--- src/rtl/sum_tx_sequencer.sv ---
// -----------------------------------------------------------------------------
// sum_tx_sequencer
//
// Sequences a byte-wide UART transmitter to send the ASCII message "A+B=SS"
// (optionally followed by CR LF). A and B are 4-bit operands captured on a
// start request, and SS is their 5-bit sum printed as two hex digits. Each
// byte uses a handshake on the transmitter's busy flag. One further request
// can wait in a pending slot while a message is in flight. If the
// transmitter never acknowledges a byte, the message is aborted.
//
// Ports
//   clk       in   system clock, rising edge
//   reset     in   synchronous active-high reset
//   start     in   request pulse, sampled every cycle
//   op_a      in   [3:0] operand A, sampled with start
//   op_b      in   [3:0] operand B, sampled with start
//   tx_busy   in   UART TX busy flag
//   tx_start  out  one-cycle strobe launching tx_data
//   tx_data   out  [7:0] byte to send; held until the next tx_start
//   seq_busy  out  high whenever a message is in progress
//   done      out  one-cycle pulse, message fully sent
//   err       out  one-cycle pulse, acknowledge timeout abort
//   overrun   out  one-cycle pulse, start dropped (pending slot full)
// -----------------------------------------------------------------------------
module sum_tx_sequencer #(
  parameter bit          CRLF        = 1'b1,
  parameter int unsigned ACK_TIMEOUT = 16
) (
  input  logic       clk,
  input  logic       reset,
  input  logic       start,
  input  logic [3:0] op_a,
  input  logic [3:0] op_b,
  input  logic       tx_busy,
  output logic       tx_start,
  output logic [7:0] tx_data,
  output logic       seq_busy,
  output logic       done,
  output logic       err,
  output logic       overrun
);

  typedef enum logic [1:0] {
    S_IDLE,
    S_ISSUE,
    S_WAIT_ACK,
    S_WAIT_DONE
  } state_e;

  localparam logic [2:0] LAST_IDX  = CRLF ? 3'd7 : 3'd5;
  localparam logic [7:0] TIMER_MAX = 8'(ACK_TIMEOUT - 1);

  state_e     state_q;
  logic [3:0] a_q, b_q;
  logic [4:0] sum_q;
  logic [2:0] idx_q;
  logic [7:0] timer_q;
  logic       pend_q;
  logic [3:0] pend_a_q, pend_b_q;
  logic       tx_start_q, done_q, err_q, overrun_q;
  logic [7:0] tx_data_q;
  logic [7:0] cur_byte;

  // One hex digit as uppercase ASCII.
  function automatic logic [7:0] hex_ascii(input logic [3:0] n);
    return (n < 4'd10) ? (8'h30 + {4'h0, n}) : (8'h37 + {4'h0, n});
  endfunction

  // Message byte selected by the current index.
  always_comb begin
    // NOTE: default first so every path assigns cur_byte and no latch is inferred.
    cur_byte = 8'h00;
    case (idx_q)
      3'd0:    cur_byte = hex_ascii(a_q);
      3'd1:    cur_byte = 8'h2B;
      3'd2:    cur_byte = hex_ascii(b_q);
      3'd3:    cur_byte = 8'h3D;
      3'd4:    cur_byte = hex_ascii({3'b000, sum_q[4]});
      3'd5:    cur_byte = hex_ascii(sum_q[3:0]);
      3'd6:    cur_byte = 8'h0D;
      default: cur_byte = 8'h0A;
    endcase
  end

  always_ff @(posedge clk) begin
    // NOTE: reset is synchronous, so it takes effect only on a clock edge.
    if (reset) begin
      state_q    <= S_IDLE;
      a_q        <= '0;
      b_q        <= '0;
      sum_q      <= '0;
      idx_q      <= '0;
      timer_q    <= '0;
      pend_q     <= 1'b0;
      pend_a_q   <= '0;
      pend_b_q   <= '0;
      tx_start_q <= 1'b0;
      tx_data_q  <= 8'h00;
      done_q     <= 1'b0;
      err_q      <= 1'b0;
      overrun_q  <= 1'b0;
    end else begin
      // NOTE: non-blocking assignments throughout. Where two assignments hit
      // the same register, the later one in this block wins.
      tx_start_q <= 1'b0;
      done_q     <= 1'b0;
      err_q      <= 1'b0;
      overrun_q  <= 1'b0;

      // A start that arrives while busy goes to the pending slot, or is
      // dropped if the slot is already occupied.
      if (start && state_q != S_IDLE) begin
        if (pend_q) begin
          overrun_q <= 1'b1;
        end else begin
          pend_q   <= 1'b1;
          pend_a_q <= op_a;
          pend_b_q <= op_b;
        end
      end

      case (state_q)
        S_IDLE: begin
          // The slot can be full here if a start coincided with the done
          // transition of a message that had no pending request.
          if (pend_q) begin
            a_q       <= pend_a_q;
            b_q       <= pend_b_q;
            sum_q     <= {1'b0, pend_a_q} + {1'b0, pend_b_q};
            idx_q     <= '0;
            pend_q    <= 1'b0;
            state_q   <= S_ISSUE;
            overrun_q <= start;
          end else if (start) begin
            a_q     <= op_a;
            b_q     <= op_b;
            sum_q   <= {1'b0, op_a} + {1'b0, op_b};
            idx_q   <= '0;
            state_q <= S_ISSUE;
          end
        end

        S_ISSUE: begin
          if (!tx_busy) begin
            tx_start_q <= 1'b1;
            tx_data_q  <= cur_byte;
            timer_q    <= '0;
            state_q    <= S_WAIT_ACK;
          end
        end

        S_WAIT_ACK: begin
          if (tx_busy) begin
            state_q <= S_WAIT_DONE;
          end else if (timer_q == TIMER_MAX) begin
            // The abort also discards any request that was pended meanwhile.
            err_q   <= 1'b1;
            pend_q  <= 1'b0;
            state_q <= S_IDLE;
          end else begin
            timer_q <= timer_q + 8'd1;
          end
        end

        S_WAIT_DONE: begin
          if (!tx_busy) begin
            if (idx_q == LAST_IDX) begin
              done_q <= 1'b1;
              if (pend_q) begin
                // Chain straight into the pending request with no idle cycle.
                a_q     <= pend_a_q;
                b_q     <= pend_b_q;
                sum_q   <= {1'b0, pend_a_q} + {1'b0, pend_b_q};
                idx_q   <= '0;
                pend_q  <= 1'b0;
                state_q <= S_ISSUE;
              end else begin
                state_q <= S_IDLE;
              end
            end else begin
              idx_q   <= idx_q + 3'd1;
              state_q <= S_ISSUE;
            end
          end
        end

        default: state_q <= S_IDLE;
      endcase
    end
  end

  assign tx_start = tx_start_q;
  assign tx_data  = tx_data_q;
  assign seq_busy = (state_q != S_IDLE);
  assign done     = done_q;
  assign err      = err_q;
  assign overrun  = overrun_q;

endmodule
--- config.mk ---
export PLATFORM = sky130hd
export DESIGN_NAME = sum_tx_sequencer
export DESIGN_NICKNAME = d
export VERILOG_FILES = /design/src/rtl/sum_tx_sequencer.sv
export SDC_FILE = /design/constraint.sdc
export NUM_CORES = 1
export LEC_CHECK = 0
export ABC_AREA = 1
export BUFFER_PORTS_ARGS = -buffer_cell sky130_fd_sc_hd__buf_4
export CORE_ASPECT_RATIO = 0.75
export CORE_UTILIZATION = 45
export DETAILED_ROUTE_END_ITERATION = 8
export PLACE_DENSITY = 0.65
export SYNTH_ARGS = -nofsm -noshare
export SYNTH_HDL_FRONTEND = slang
export SYNTH_SLANG_ARGS = --single-unit
--- constraint.sdc ---
create_clock -name clk -period 1.6 [get_ports clk]
set_clock_uncertainty 0.05 [all_clocks]
set_input_delay 0.32 -clock clk [delete_from_list [all_inputs] [get_ports clk]]
set_output_delay 0.32 -clock clk [all_outputs]
set_load 0.01 [all_outputs]
==> impl_metrics.yaml, run 1 <==
status:
  status: "finished clean"
routing:
  drc: 0
  drt_iter0_markers: 115
  routed_wl_um: 7295
  viasPerCell: 5.144
  antenna_left: 0
  first_pass_iters: 5
  wl_per_cell_um: 12.93
  num_vias: 2901
global_route:
  track_usage_pct: 23.24
  grt_overflow: 0
  first_global_vias: 2765
  grt_antenna_before_repair: 0
  grt_pass1_wl_um: 12440
  grt_max_degree: 21
placed_design:
  place_congestion: 0.9383
  dpl_worst_slack_ns: -0.1318
  dp_hpwl_um: 5448
  placed_area_um2: 3328
  dp_cells: 555
  portBuffers: 23
clocking:
  insertion_delay_ns: 0.31
  cts_root_buf: "clkbuf_8"
  cts_buffers: 5
  htreeDepth: 2
  cts.sinks: 46
  cts_hold_buf: 0
  path_clk_slew_ns: 0.09
  cts_tree: "done"
  cts_max_path_buffers: 2
die:
  die_area_um2: 6796
  die_w_um: 94.86
  rows: 24
  die_h_um: 71.65
  core_um2: 6036
  pin_count: 25
  initial_core_util_pct: 48.22
worst_setup_path:
  cp_cell_sequence: "ha_2 > inv_1 > fa_2 > nor2_1 > o21ai_0 > nand2_1 > nand3_1 > a21oi_2"
  critical-path-max-stage-delay_ns: 0.34
  required_ns: 1.80
  reg2reg_slack_ns: 0.06
  cp.arrival_ns: 1.73
  crit_type: "flop to flop"
  cp_max_fo: 2
  slowest_stage: "dfxtp_2"
  endpoint_kind: "flop"
  startpoint_type: "flop"
logic_synthesis:
  ys_types: 32
  synth_commonest_cells: "nand2_1, inv_1, dfxtp_1"
  synthTopCellsByArea: "dfxtp_1, nand2_1, inv_1"
  synth_area_um2: 2910
  syn-num-nets: 468
  ys_seq_elements: 46
  dominantRegCellSynth: "dfxtp_1"
  syn_avg_cell_area_um2: 6.675
  synth_most_common_cell: "nand2_1"
  seq_area_frac_synth_pct: 31.64
  async_flop_share_pct: 0
  yosys_warnings: 0
  synth_top_area_cell: "dfxtp_1"
  synth_top_area_share_pct: 31.64
  synth-edff-count: 0
  syn-instance-count: 436
timing:
  max_freq_mhz: 651.0
  rsz0062_at_grt: "true"
  finalHoldViolations: 0
  setup_slack_ns: 0.06384
  fin_tns_setup_ns: 0
  slew_violations: 0
  setup_viol: 0
  period_needed_ns: 1.536
  period_share_pct: 96.01
power_and_ir_drop:
  ir_worst_vdd_mv: 0.5096
  leakagePower_nw: 1.685
  power_per_cell_area_nw_per_um2: 951.7
finish:
  fin_util_pct: 59.78
  layout.cells.non_filler: 564
  diodes: 0
  fin_area_um2: 3608
  areaGrowthSynthToFinish_pct: 23.99
  drive_above_1_share_pct: 23.05
  num-nets-final: 517
flow_run:
  max_cap_violations: 0
min_path:
  hold_path.class: "primary input to flop"
cells in the final DEF (no fill, tap or decap), types with 4 or more instances in the layout:
master and n:
nand2_1 106, dfxtp_1 39, nor2_1 28, nor2_4 4, clkbuf_8 6, ha_4 4, dfxtp_2 4, inv_1 59
a21oi_2 7, nor3_1 4, nand3_1 30, nand4_1 4, inv_2 6, a21oi_1 31, ha_1 11, o21ai_1 27
buf_4 49, o21ai_0 24
final cells by class:
cell class,count,area (µm²)
fill,570,2427
multi-input combinational,314,1828
sequential,46,937.1
timing repair buffer,51,399.1
inverter,67,255.2
tap,78,97.59
clock buffer,7,86.33
clock inverter,1,5.005
cell families (layout without fill, tap and decap cells):
kind of cell / after synthesis / count (layout) / synth area share [%]
AO/OA/AOI/OAI: 95 / 95 / 17.58
XOR/XNOR: 2 / 2 / 0.6020
adder cells (fa/ha/maj): 20 / 20 / 9.115
buffers and inverters: 76 / 126 / 11.09
flip-flops: 46 / 46 / 31.64
other: 1 / 1 / 0.1289
AND/OR/NAND/NOR: 196 / 196 / 29.84
registers in the layout, indices dropped and copies added, names as in the netlist:
register	flops
timer_q	8
tx_data	7
sum_q	5
a_q	4
b_q	4
pend_a_q	4
pend_b_q	4
idx_q	3
state_q	2
done	1
err	1
overrun	1
pend_q	1
tx_start	1
final timing paths:
check	to	from	depth (start not counted)
min	err	tx_busy	2
max	sum_q[4]	pend_a_q[0]	8
max reg2reg	sum_q[4]	pend_a_q[0]	8
min reg2reg	tx_data[4]	tx_data[4]	2
worst max-delay path: cells and delay by family (launching register included):
kind / cells / cell delay (ns)
compound gates: 2 / 0.23
fa+ha+maj: 2 / 0.53
buf+inv: 1 / 0.05
flops: 1 / 0.34
simple gates: 3 / 0.27
what timing repair did:
| item | in CTS | in global routing |
|---|---|---|
| setup buffers | 0 | 1 |
| pin swaps | 0 | 6 |
| endpoints found under the hold margin | 0 | 0 |
| endpoints found under the setup margin | 18 | 40 |
| gates resized for setup | 6 | 46 |
per-stage QoR:
| stage | hold WS, ns | power (mW) |
|---|---|---|
| 6_report | 0.1805 | 3.434 |
| 5_1_grt | 0.1754 | 3.671 |
| 4_1_cts | 0.1727 | 3.295 |
| 3_5_place_dp | 0.3930 | 2.525 |
| 3_3_place_gp | 0.3915 | 2.508 |
| 2_1_floorplan | 0.3476 | 2.164 |
report_power, final:
part           leakage (nW)  internal, mW  switching [mW]
Sequential            0.380          1.28           0.117
Combinational          1.26         0.502           0.763
Clock                0.0482         0.350           0.419
Total                  1.69          2.14            1.30
layer usage:
metal | GRT usage, % | vias up | routed length [µm]
li1 | - | 1510 | -
met1 | 33.05 | 1323 | 3764
met2 | 35.25 | 61 | 3135
met3 | 4.565 | 7 | 332
met4 | 7.407 | 0 | 63
met5 | 0 | - | 0
Power figures use the tool's default switching activity.
==> run 2: changes to the inputs <==
--- a/config.mk
+++ b/config.mk
@@ -8,6 +8,7 @@
 export ABC_AREA = 1
 export BUFFER_PORTS_ARGS = -buffer_cell sky130_fd_sc_hd__buf_4
 export CORE_ASPECT_RATIO = 0.75
+export CORE_MARGIN = 2
 export CORE_UTILIZATION = 45
 export DETAILED_ROUTE_END_ITERATION = 8
 export PLACE_DENSITY = 0.65
==> constraint.sdc (replaced) <==
create_clock -name clk -period 1.6 [get_ports clk]
set_clock_uncertainty 0.05 [all_clocks]
set_input_delay 0.32 -clock clk [delete_from_list [all_inputs] [get_ports clk]]
set_output_delay 0.32 -clock clk [all_outputs]
set_load 0.1 [all_outputs]
==> impl_metrics.yaml, run 2 (synthesis results as in run 1) <==
global_route:
  use_met1_pct: 28.13
  top_usage_layer: "met2"
  grt_overflow: 0
  track_usage_pct: 20.51
  grtUsageMet2_pct: 33.87
  grt_antenna_before_repair: 0
  grt_max_degree: 26
  met3_usage_pct: 3.520
  first_global_vias: 2687
  grt_pass1_wl_um: 11920
timing:
  max_freq_mhz: 636.6
  rsz0062_at_grt: "true"
  finalHoldViolations: 0
  period_needed_ns: 1.571
  period_share_pct: 98.17
  slew_violations: 0
  setup_viol: 0
  hold_ws_ns: 0.2474
clocking:
  insertion_delay_ns: 0.31
  cts_tree: "done"
  cts_hold_buf: 0
  cts.sinks: 46
  cts_buffers: 5
  cts_max_path_buffers: 2
  path_clk_slew_ns: 0.09
  htreeDepth: 2
  cts_root_buf: "clkbuf_8"
worst_setup_path:
  cp-startpoint: "idx_q[0]"
  endpoint_kind: "flop"
  crit_type: "flop to flop"
  required_ns: 1.78
  cp.arrival_ns: 1.75
  reg2reg_slack_ns: 0.03
  crit_path_end: "idx_q[0]"
  reg2reg_to: "idx_q[0]"
  critical-path-max-stage-delay_ns: 0.41
  ff2ff_path_depth: 8
  r2r_start: "idx_q[0]"
  slowest_stage: "dfxtp_4"
  cp_cell_sequence: "ha_4 > ha_2 > inv_1 > o21ai_2 > nand2_1 > o21ai_4 > o21ai_1 > a21oi_1"
  startpoint_type: "flop"
  cp_max_fo: 6
finish:
  multi_input_area_um2: 1808
  areaGrowthSynthToFinish_pct: 23.13
  diodes: 0
  final_common_cell: "nand2_1"
  drive_above_1_share_pct: 21.88
  most-common-layout-cells: "nand2_1, inv_1, buf_4"
  top_register: "timer_q"
  seqCellArea_um2: 930.9
  fillCellCount: 593
  fin_area_um2: 3583
  largest_reg_flops: 8
  num-nets-final: 511
die:
  die_area_um2: 7133
  initial_core_util_pct: 46.29
  die_h_um: 73.65
  core_um2: 6287
  pin_count: 25
  die_w_um: 96.86
  rows: 25
routing:
  viasPerCell: 5.125
  wl_per_cell_um: 12.66
  antenna_left: 0
  drc: 0
  drt_iter0_markers: 158
  first_pass_iters: 4
  num_vias: 2875
  routed_wl_um: 7101
placed_design:
  placed_area_um2: 3299
  dp_hpwl_um: 5263
  portBuffers: 23
  place_congestion: 0.8807
power_and_ir_drop:
  power_per_cell_area_nw_per_um2: 1028
  ir_worst_vdd_mv: 0.4131
  leakagePower_nw: 1.668
flow_run:
  max_cap_violations: 0
status:
  status: "finished clean"
min_path:
  hold_path.class: "primary input to flop"
run 2: cell count changes in the layout (fill, tap and decap cells not counted), moves of 2 or more:
| cell | delta |
|---|---|
| nand3_4 | -2 |
| nor3_2 | +2 |
| dfxtp_4 | -2 |
| buf_4 | -8 |
| buf_12 | +2 |
| nor3_4 | -2 |
| inv_2 | -3 |
| nand2_2 | +3 |
| o21ai_0 | -2 |
| nand2_1 | -2 |
| o21ai_2 | +2 |
| inv_1 | +2 |
run 2: per-layer routing:
metal,vias up,part of all wire [%]
met5,-,0
met1,1316,50
met4,0,1.2
met3,10,4.6
met2,55,44
li1,1494,-
run 2: through the flow:
step	setup WS (ns)	utilization [%]	setup TNS, ns	power, mW	cells
global route	-0.07075	57.00	-0.1701	3.917	561
CTS	0.0004738	54.51	0	3.580	558
finish	0.02924	57.00	0	3.685	561
global placement	-0.02995	52.48	-0.04877	2.667	550
detailed placement	-0.09232	52.48	-0.2811	2.691	550
floorplan	0.05194	-	0	2.349	436
run 2: report_power, final:
part	internal [mW]	switching, mW	leakage, nW
Sequential	1.28	0.128	0.379
Clock	0.468	0.408	0.0524
Combinational	0.486	0.914	1.24
run 2: cell type report:
type | instances | area share, %
clock buffer | 7 | 2.130
clock inverter | 1 | 0.8380
inverter | 67 | 7.193
multi-input combinational | 314 | 50.45
sequential | 46 | 25.98
tap | 81 | 2.828
timing repair buffer | 45 | 10.58
run 2: how the worst min path moves through the flow:
stage | start | to | slack [ns] | depth (start not counted)
after floorplan | tx_busy | done | 0.35 | 1
after global placement | tx_data[5] | tx_data[5] | 0.39 | 2
after detailed placement | tx_data[5] | tx_data[5] | 0.39 | 2
after CTS | start | overrun | 0.24 | 3
after global routing | start | overrun | 0.25 | 3
final | op_a[2] | pend_a_q[2] | 0.25 | 3
run 2: critical path: cells and delay by family, from the launching register on:
family / cells / cell delay, ns
AND/OR/NAND/NOR: 1 / 0.11
flip-flops: 1 / 0.41
AO/OA/AOI/OAI: 4 / 0.49
adder cells (fa/ha/maj): 2 / 0.36
buffers and inverters: 1 / 0.08
run 2: repair_timing:
item,in CTS,in global routing
endpoints found under the setup margin,19,29
pin swaps,1,5
resized for setup,9,38
buffers inserted,0,3
==> run 3: changes to the inputs <==
--- a/config.mk
+++ b/config.mk
@@ -5,13 +5,12 @@
 export SDC_FILE = /design/constraint.sdc
 export NUM_CORES = 1
 export LEC_CHECK = 0
-export ABC_AREA = 1
 export BUFFER_PORTS_ARGS = -buffer_cell sky130_fd_sc_hd__buf_4
 export CORE_ASPECT_RATIO = 0.75
 export CORE_MARGIN = 2
 export CORE_UTILIZATION = 45
 export DETAILED_ROUTE_END_ITERATION = 8
-export PLACE_DENSITY = 0.65
+export PLACE_DENSITY = 0.66
 export SYNTH_ARGS = -nofsm -noshare
 export SYNTH_HDL_FRONTEND = slang
 export SYNTH_SLANG_ARGS = --single-unit
==> impl_metrics.yaml, run 3 <==
worst_setup_path:
  worst-path-buf-inv: 0
  cp_max_fo: 5
  critical-path-max-stage-delay_ns: 0.58
  cp.arrival_ns: 1.79
  startpoint_type: "flop"
  endpoint_kind: "flop"
  slowest_stage: "or4_4"
  reg2reg_slack_ns: -0.04
  required_ns: 1.75
  cp_cell_sequence: "or4_4 > or2_1 > nor2b_1 > o21ai_1 > a21oi_1"
  cp_top_family: "simple AND/OR/NAND/NOR gates"
  crit_type: "flop to flop"
routing:
  drt_iter0_markers: 119
  antenna_left: 0
  wl_per_cell_um: 14.48
  drc: 0
  num_vias: 2482
  viasPerCell: 5.247
  routed_wl_um: 6848
  first_pass_iters: 4
clocking:
  insertion_delay_ns: 0.30
  cts_root_buf: "clkbuf_8"
  path_clk_slew_ns: 0.09
  cts_max_path_buffers: 2
  cts_hold_buf: 0
  cts.sinks: 46
  cts_tree: "done"
  htreeDepth: 2
  cts_buffers: 5
global_route:
  use_met1_pct: 31.83
  grt_overflow: 0
  top_usage_layer: "met1"
  grt_max_degree: 23
  grtUsageMet2_pct: 31.19
  track_usage_pct: 21.32
  first_global_vias: 2450
  met3_usage_pct: 3.785
  grt_pass1_wl_um: 11520
  grt_antenna_before_repair: 0
logic_synthesis:
  seq_area_frac_synth_pct: 33.47
  async_flop_share_pct: 0
  dominantRegCellSynth: "dfxtp_1"
  synthTopCellsByArea: "dfxtp_1, ha_1, mux2i_1"
  ys_seq_elements: 46
  synth_commonest_cells: "dfxtp_1, nor2_1, inv_1"
  synth-edff-count: 0
  synth_area_um2: 2751
  syn_avg_cell_area_um2: 8.440
  synth_most_common_cell: "dfxtp_1"
  ys_types: 52
  yosys_warnings: 0
  synth_top_area_cell: "dfxtp_1"
  syn-instance-count: 326
  synth_top_area_share_pct: 33.47
  syn-num-nets: 358
min_path:
  hold_path.class: "primary input to flop"
finish:
  diodes: 0
  most-common-layout-cells: "buf_4, nor2_1, dfxtp_1"
  fillCellCount: 502
  areaGrowthSynthToFinish_pct: 36.24
  seqCellArea_um2: 943.4
  fin_area_um2: 3749
  drive_above_1_share_pct: 35.95
  layout.cells.non_filler: 473
  num-nets-final: 426
  largest_reg_flops: 8
  final_common_cell: "buf_4"
  multi_input_area_um2: 1914
  top_register: "timer_q"
placed_design:
  place_congestion: 0.9224
  dp_cells: 461
  dp_hpwl_um: 4985
  placed_area_um2: 3411
  portBuffers: 23
timing:
  setup_viol: 6
  max_freq_mhz: 608.4
  tightest_slew_ns: 0.5306
  slew_violations: 0
  finalHoldViolations: 0
  setup_slack_ns: -0.04362
  rsz0062_at_grt: "true"
  period_needed_ns: 1.644
  period_share_pct: 102.7
  relSlewSlack_pct: 64.55
power_and_ir_drop:
  switching_power_uw: 921.3
  power_per_cell_area_nw_per_um2: 758.6
  switching_share_pct: 32.40
  internal-power_mw: 1.922
  ir_worst_vdd_mv: 0.3957
  total_power_mw: 2.844
  pwr-share-clk_pct: 26.2
  seq_power_share_pct: 45.1
  leakagePower_nw: 1.542
  pwr-share-comb_pct: 28.6
status:
  violations: "negative setup slack"
  status: "finished with violations"
die:
  core_um2: 5856
  pin_count: 25
  initial_core_util_pct: 46.99
  die_h_um: 71.72
  rows: 24
  die_area_um2: 6762
  die_w_um: 94.29
flow_run:
  max_cap_violations: 0
## run 3: cell types whose count changed in the layout (fill, tap and decap cells not counted), moves of 17 or more
cell | previous run | this run
nand3_1 | 31 | 6
o21ai_1 | 27 | 6
inv_1 | 61 | 22
a21oi_1 | 32 | 15
nand2_1 | 104 | 21
buf_4 | 41 | 71
mux2i_1 | 0 | 21
## run 3: cells by family after synthesis
| kind of cell | synth area share, % |
|---|---|
| AOI/OAI and AO/OA | 20.01 |
| xor gates and xnor gates | 3.820 |
| adders and majority gates | 9.641 |
| buffers and inverters | 6.048 |
| DFF | 33.47 |
| muxes | 8.868 |
| other | 0.1363 |
| and+or+nand+nor | 18.01 |
## run 3: per-stage QoR
| stage | hold WS [ns] | setup TNS [ns] | setup slack [ns] | utilization (%) |
|---|---|---|---|---|
| 4_1_cts | 0.1692 | -0.05706 | -0.03728 | 61.05 |
| 6_report | 0.1665 | -0.1731 | -0.04362 | 64.02 |
| 3_5_place_dp | 0.3922 | -0.7941 | -0.2024 | 58.25 |
| 5_1_grt | 0.1682 | -1.281 | -0.1298 | 64.02 |
| 2_1_floorplan | 0.3927 | -0.1472 | -0.05712 | - |
| 3_3_place_gp | 0.3841 | -0.3864 | -0.1132 | 58.25 |
## run 3: metal layers
layer,vias up,routed length (µm)
li1,1271,-
met1,1144,3517
met2,57,2912
met3,10,331
met4,0,86
met5,-,0
## run 3: what timing repair did
action	CTS	global route
endpoints found under the setup margin	23	34
hold endpoints to repair	0	0
gates resized for setup	22	39
pin swaps	10	13
buffers inserted	1	3
## run 3: path summary, 6_finish.rpt
check | startpoint | endpoint | cells after the start
setup / recovery | timer_q[4] | state_q[1] | 5
hold / removal | reset | tx_start | 2
setup reg to reg | timer_q[4] | state_q[1] | 5
hold reg to reg | tx_data[6] | tx_data[6] | 2
## run 3: layout make-up
class                      instances  area share [%]
clock inverter                     1          0.1335
timing repair buffer              76           16.42
clock buffer                       7           2.303
tap                               78           2.603
multi-input combinational        242           51.07
sequential                        46           25.17
inverter                          23           2.303
## run 3: worst reg2reg max path, stage by stage, from the launching register on
cell and delay, ns:
dfxtp_2 0.32, or4_4 0.58, or2_1 0.26, nor2b_1 0.14, o21ai_1 0.11, a21oi_1 0.07
## run 3: power by group through the flow
stage	clock network (mW)	registers (mW)	logic, mW
after floorplan	0	1.37	0.448
after global placement	0	1.30	0.747
after detailed placement	0	1.30	0.757
after CTS	0.763	1.28	0.774
after global routing	0.812	1.29	0.885
final	0.745	1.28	0.814
